==> config.mk <==
export PLATFORM = sky130hd
export DESIGN_NAME = fetch_queue
export DESIGN_NICKNAME = d
export VERILOG_FILES = /design/src/rtl/fetch_pkg.sv /design/src/rtl/fetch_fifo.sv /design/src/rtl/fetch_queue.sv
export SDC_FILE = /design/constraint.sdc
export NUM_CORES = 1
export LEC_CHECK = 0
export ABC_CLOCK_PERIOD_IN_PS = 6200
export CAP_MARGIN = 40
export CELL_PAD_IN_SITES_DETAIL_PLACEMENT = 1
export CELL_PAD_IN_SITES_GLOBAL_PLACEMENT = 1
export CORE_MARGIN = 2
export CORE_UTILIZATION = 45
export CTS_CLUSTER_DIAMETER = 40
export CTS_CLUSTER_SIZE = 28
export DETAILED_ROUTE_END_ITERATION = 6
export PLACE_DENSITY = 0.75
export SYNTH_ARGS = -nofsm -noshare
export SYNTH_HDL_FRONTEND = slang
export SYNTH_SLANG_ARGS = --single-unit
==> constraint.sdc <==
create_clock -name clk -period 6.2 [get_ports clk]
set_clock_uncertainty 0.05 [all_clocks]
set_input_delay 1.24 -clock clk [delete_from_list [all_inputs] [get_ports clk]]
set_output_delay 1.24 -clock clk [all_outputs]
set_load 0.005 [all_outputs]
==> src/rtl/fetch_pkg.sv <==
// fetch_pkg: shared types and constants for the instruction prefetch queue.
package fetch_pkg;

   typedef enum logic [1:0] {
      IDLE  = 2'd0,
      FETCH = 2'd1,
      FLUSH = 2'd2
   } fetch_state_t;

   localparam logic [31:0] PC_STEP         = 32'd4;
   localparam logic [31:0] WORD_ALIGN_MASK = 32'hFFFF_FFFC;

   // One buffered instruction together with the address it was fetched from.
   typedef struct packed {
      logic [31:0] pc;
      logic [31:0] instr;
   } fetch_entry_t;

   function automatic logic [31:0] align_pc(input logic [31:0] pc);
      return pc & WORD_ALIGN_MASK;
   endfunction

endpackage

==> src/rtl/fetch_fifo.sv <==
// fetch_fifo: DEPTH-entry circular buffer of (instr, pc) pairs.
// Pointers wrap naturally because DEPTH is a power of two; clear wins over push/pop.
module fetch_fifo
   import fetch_pkg::*;
#(
   parameter  int DEPTH = 4,
   localparam int PW    = $clog2(DEPTH),
   localparam int CW    = $clog2(DEPTH + 1)
) (
   input  logic          clk,
   input  logic          rst,
   input  logic          clear_i,
   input  logic          push_i,
   input  fetch_entry_t  wdata_i,
   input  logic          pop_i,
   output fetch_entry_t  rdata_o,
   output logic [CW-1:0] count_o,
   output logic          empty_o,
   output logic          full_o
);

   fetch_entry_t  mem_q [DEPTH];
   logic [PW-1:0] wptr_q, rptr_q;
   logic [CW-1:0] count_q;

   // Pointer and occupancy bookkeeping
   always_ff @(posedge clk) begin
      if (rst || clear_i) begin
         wptr_q  <= '0;
         rptr_q  <= '0;
         count_q <= '0;
      end else begin
         if (push_i) wptr_q <= wptr_q + 1'b1;
         if (pop_i)  rptr_q <= rptr_q + 1'b1;
         if (push_i && !pop_i)      count_q <= count_q + 1'b1;
         else if (!push_i && pop_i) count_q <= count_q - 1'b1;
      end
   end

   // Storage is not reset; the head is only observed while count is non-zero
   always_ff @(posedge clk) begin
      if (push_i && !clear_i) mem_q[wptr_q] <= wdata_i;
   end

   assign rdata_o = mem_q[rptr_q];
   assign count_o = count_q;
   assign empty_o = (count_q == '0);
   assign full_o  = (count_q == CW'(DEPTH));

endmodule

==> src/rtl/fetch_queue.sv <==
// fetch_queue: sequential instruction prefetcher with in-order response buffering
// and redirect flush. Optional macro FETCH_QUEUE_BYPASS_EN forwards a response
// straight to the core when the FIFO is empty (zero-latency path).
module fetch_queue
   import fetch_pkg::*;
#(
   parameter int          DEPTH    = 4,
   parameter logic [31:0] RESET_PC = 32'h0000_0000
) (
   input  logic        clk,
   input  logic        rst,
   output logic        imem_req_valid,
   output logic [31:0] imem_req_addr,
   input  logic        imem_req_ready,
   input  logic        imem_rsp_valid,
   input  logic [31:0] imem_rsp_data,
   output logic        instr_valid,
   output logic [31:0] instr,
   output logic [31:0] instr_pc,
   input  logic        instr_ready,
   input  logic        redirect_valid,
   input  logic [31:0] redirect_pc
);

   localparam int CW = $clog2(DEPTH + 1);

   fetch_state_t  state_q;
   logic [31:0]   fetch_pc_q, rsp_pc_q, target;
   logic [CW-1:0] inflight_q, discard_q, flush_left, count;
   logic [CW:0]   credit_used;
   logic          in_fetch, redirect_hit, req_fire, rsp_take;
   logic          push, pop, bypass, fifo_empty, fifo_full;
   fetch_entry_t  head, wdata;

   assign in_fetch     = (state_q == FETCH);
   assign redirect_hit = redirect_valid && (state_q != IDLE);
   assign target       = align_pc(redirect_pc);

   // Outstanding requests plus buffered entries never exceed DEPTH, so every
   // response always has a FIFO slot. Valid is combinational so that a redirect
   // withdraws a pending request in the same cycle.
   assign credit_used    = {1'b0, inflight_q} + {1'b0, count};
   assign imem_req_valid = in_fetch && !redirect_valid && (credit_used < (CW+1)'(DEPTH));
   assign imem_req_addr  = fetch_pc_q;
   assign req_fire       = imem_req_valid && imem_req_ready;

   // Responses only count as instructions in FETCH and outside a redirect cycle
   assign rsp_take = in_fetch && imem_rsp_valid && !redirect_valid;

`ifdef FETCH_QUEUE_BYPASS_EN
   assign bypass = rsp_take && fifo_empty;
`else
   assign bypass = 1'b0;
`endif

   assign instr_valid = !fifo_empty || bypass;
   assign instr       = bypass ? imem_rsp_data : (fifo_empty ? 32'h0 : head.instr);
   assign instr_pc    = bypass ? rsp_pc_q      : (fifo_empty ? 32'h0 : head.pc);

   assign pop   = !fifo_empty && instr_ready && !redirect_valid;
   assign push  = rsp_take && !(bypass && instr_ready);
   assign wdata = '{pc: rsp_pc_q, instr: imem_rsp_data};

   // Remaining responses to drop after this cycle while flushing
   assign flush_left = (imem_rsp_valid && discard_q != '0) ? discard_q - 1'b1 : discard_q;

   fetch_fifo #(.DEPTH(DEPTH)) u_fifo (
      .clk     (clk),
      .rst     (rst),
      .clear_i (redirect_hit),
      .push_i  (push),
      .wdata_i (wdata),
      .pop_i   (pop),
      .rdata_o (head),
      .count_o (count),
      .empty_o (fifo_empty),
      .full_o  (fifo_full)
   );

   // Fetch control FSM with outstanding/discard counters and PC tracking
   always_ff @(posedge clk) begin
      if (rst) begin
         state_q    <= IDLE;
         fetch_pc_q <= RESET_PC;
         rsp_pc_q   <= RESET_PC;
         inflight_q <= '0;
         discard_q  <= '0;
      end else begin
         if (redirect_hit) begin
            fetch_pc_q <= target;
            rsp_pc_q   <= target;
         end else begin
            if (req_fire) fetch_pc_q <= fetch_pc_q + PC_STEP;
            if (rsp_take) rsp_pc_q   <= rsp_pc_q + PC_STEP;
         end
         case (state_q)
            IDLE: state_q <= FETCH;
            FETCH: begin
               if (redirect_valid) begin
                  // A response arriving in the redirect cycle is already dropped
                  inflight_q <= '0;
                  discard_q  <= inflight_q - CW'(imem_rsp_valid);
                  if (inflight_q != '0) state_q <= FLUSH;
               end else if (req_fire && !imem_rsp_valid) begin
                  inflight_q <= inflight_q + 1'b1;
               end else if (!req_fire && imem_rsp_valid) begin
                  inflight_q <= inflight_q - 1'b1;
               end
            end
            FLUSH: begin
               discard_q <= flush_left;
               if (flush_left == '0) state_q <= FETCH;
            end
            default: state_q <= IDLE;
         endcase
      end
   end

   // Memory must not respond into a full FIFO
   assert property (@(posedge clk) disable iff (rst) !(push && fifo_full && !pop));

endmodule
==> reports/results.ini <==
[yosys]
area_share_of_fa_ha_maj_cells_after_synthesis_pct=1.49
synth_area_per_cell_um2=15.4
post-synth-top-count-cell=sky130_fd_sc_hd__edfxtp_1
mappedNetlistArea_mm2=0.0136
synthesis.instances=882
synth_area_leader_cell=sky130_fd_sc_hd__edfxtp_1
synth-compound-area-share_pct=4.94
synth_simple_gate_area_share_pct=10.6
most_instantiated_cells_after_synthesis=sky130_fd_sc_hd__edfxtp_1 (248), sky130_fd_sc_hd__dfxtp_1 (77), sky130_fd_sc_hd__and2_1 (64)
synth_top_family_by_area=multiplexers
synth_xor_area_share_pct=4.18
yosys-top-cells-area=sky130_fd_sc_hd__edfxtp_1 (55%), sky130_fd_sc_hd__dfxtp_1 (11%), sky130_fd_sc_hd__mux4_2 (10%)
synthArstFlopShare_pct=0
netlist.area_leader.share_pct=54.7
synth.mux.area_fraction_pct=10.6
ys.flop_type=sky130_fd_sc_hd__edfxtp_1
yosys_warnings=0
synth_edf_count=248
yosysUniqueCellTypes=58
synth-seq-area-share_pct=66.0
ys_seq_elements=325

[sta]
tightest_slew_ns=0.887
worst_hold_slack_after_final_layout_ns=0.449
finalCritPeriodShare_pct=69.3
timing.fmax_mhz=233
slew-limit-headroom_pct=40.9
setup_tns_ns=0
timing.final.ws_setup_ns=1.90
finalSetupViolations=0
rsz0062_at_grt=no
finalHoldViolCount=0
drv_slew=0
period_needed_ns=4.30

[cts]
ctsLongestPathBuffers=3
post_cts_resize_count=0
deepest_level_of_the_cts_h_tree=2
clk-insertion-delay-late_ns=0.52
cts.root.buffer_cell=sky130_fd_sc_hd__clkbuf_16
numCtsBuffers=39
clock-sinks=325
tritoncts=yes
count_of_hold_buffers_inserted_by_post_cts_repair=0
cts.repair_timing.setup_buffer_count=0
worst_setup_hold_path_clk_slew_ns=0.06

[flow_run]
cap_violations=0

[detailed_routing]
post_drt_via_cell_ratio=5.50
antenna_left=0
drt-initial-drc-count=462
finalWirelength_um=31400
detailedRoute.firstPassIterationCount=5
route.vias.total=8100
drc=0
drt-wirelength-per-cell_um=21.3

[status]
result_of_the_run=finished, final reports clean

[cells_and_area]
non_filler_instance_count_after_layout=1474
syn_to_final_growth_pct=24.7
layout-drive-gt1-share_pct=15.5
layout.core_utilization_pct=57.1
antenna_cells_inserted=0
multi_input_area_mm2=0.00437
final.fill_count=2838
final_net_count=1139
register_area_mm2=0.00899

[critical_path]
critical_path.max_fanout=36
crit_path_start_kind=flop
slowest_delay_ns=0.82
cp_slowest_cell=sky130_fd_sc_hd__dfxtp_4
crit_type=flop to output pin
cp.required_ns=4.91
crit_path_end_kind=output pin
worst-endpoint-arrival_ns=3.01
cp_num_buf_inv=2
timing.critical_path.max_delay_family=buffers and inverters
path_cells=buf_4 > mux4_2 > and2_1 > clkdlybuf4s50_1

[place]
io_buffers=161
dpl.cell_count=1403
post-place-ws_ns=1.93
globalplace.congestion=0.757
place_hpwl_um=20200

[floorplanning]
dieWidth_um=178
core-area_mm2=0.0297
die_area_mm2=0.0317
fp.dieH_um=178
initial_core_util_pct=45.8
ioPinCount=168
fp-row-count=63

[global_route]
maximum_number_of_pins_on_one_net_before_global_route_repair=86
initial_antenna_violation_count=0
globalRouteTotalUtil_pct=20.4
overflow=0
grt_first_pass_wirelength_um=49300
grt_pass1_vias=8625

[pwr]
p_leak_nw=5.46
irDropWorstVdd_uv=234
power-per-cell-area_mw_per_mm2=308

[hold_path]
hold_path.class=flop to flop

## final timing paths
check | from | endpoint | slack, ns | depth (start not counted)
worst max-delay path | flop | instr[12] | 1.90 | 4
worst min-delay path | u_fifo.wptr_q[1] | u_fifo.wptr_q[1] | 0.45 | 2
worst max register to register | inflight_q[2] | inflight_q[1] | 3.08 | 7
worst min register to register | u_fifo.wptr_q[1] | u_fifo.wptr_q[1] | 0.45 | 2
## routing by layer
metal | up-vias | share of wire, % | track usage [%]
met1 | 4095 | 45 | 28.0
met5 | - | 0 | 0
li1 | 3733 | - | -
met4 | 0 | 1.9 | 5.46
met3 | 37 | 5.5 | 3.73
met2 | 235 | 48 | 33.6
## state kept, by name, indices dropped and copies added (netlist names), named ones only
register and cells:
discard_q 3, u_fifo.wptr_q 2, u_fifo.count_o 3, imem_req_addr 30, u_fifo.rptr_q 2, state_q 2, inflight_q 3, rsp_pc_q 30
u_fifo.mem_q 248
## per-stage QoR
step	area, µm²	power (mW)
after floorplan	13600	2.74
after global placement	15600	3.00
after detailed placement	15700	3.02
final	17000	5.23
after global routing	17000	5.42
after CTS	17000	5.30
## layout make-up
class / count / area share [%]
clock inverters: 28 / 1.67
flip-flops and latches: 325 / 53.0
multi-input cells: 496 / 25.7
inverters: 18 / 0.398
well taps: 390 / 2.87
clock buffers: 43 / 6.02
repair buffers: 174 / 10.3
## cells by family after synthesis
family          Yosys count
mux                      67
compound gates          111
other cells               1
flops                   325
simple gates            234
xor+xnor                 65
buf+inv                  64
fa+ha+maj                15
## layout by cell type (no fill, tap or decap), types with 18 or more instances in the layout
cell type                         synthesis  final
sky130_fd_sc_hd__mux4_2                  62     62
sky130_fd_sc_hd__nand4_1                 22     22
sky130_fd_sc_hd__and2_1                  64     64
sky130_fd_sc_hd__xor2_1                  27     27
sky130_fd_sc_hd__nand3_1                 22     22
sky130_fd_sc_hd__nor2_1                  25     25
sky130_fd_sc_hd__o21bai_1                28     28
sky130_fd_sc_hd__edfxtp_1               248    248
sky130_fd_sc_hd__dfxtp_1                 77     75
sky130_fd_sc_hd__a21oi_1                 58     58
sky130_fd_sc_hd__clkdlybuf4s50_1          0    161
sky130_fd_sc_hd__clkbuf_16                0     40
sky130_fd_sc_hd__xnor2_1                 38     38
sky130_fd_sc_hd__nand2_1                 27     27
sky130_fd_sc_hd__inv_1                   18     18
## tightest hold or removal path, stage by stage (launching register included)
cell and delay (ns):
sky130_fd_sc_hd__dfxtp_1 0.34, sky130_fd_sc_hd__nand2_1 0.06, sky130_fd_sc_hd__a21oi_1 0.05
## power by group
part           switching, mW  internal (mW)  total (mW)  leakage [nW]
Sequential            0.0826           2.41        2.49          2.88
Combinational          0.207          0.268       0.475          1.95
Clock                  0.950           1.32        2.27         0.633
Power figures use the tool's default switching activity.
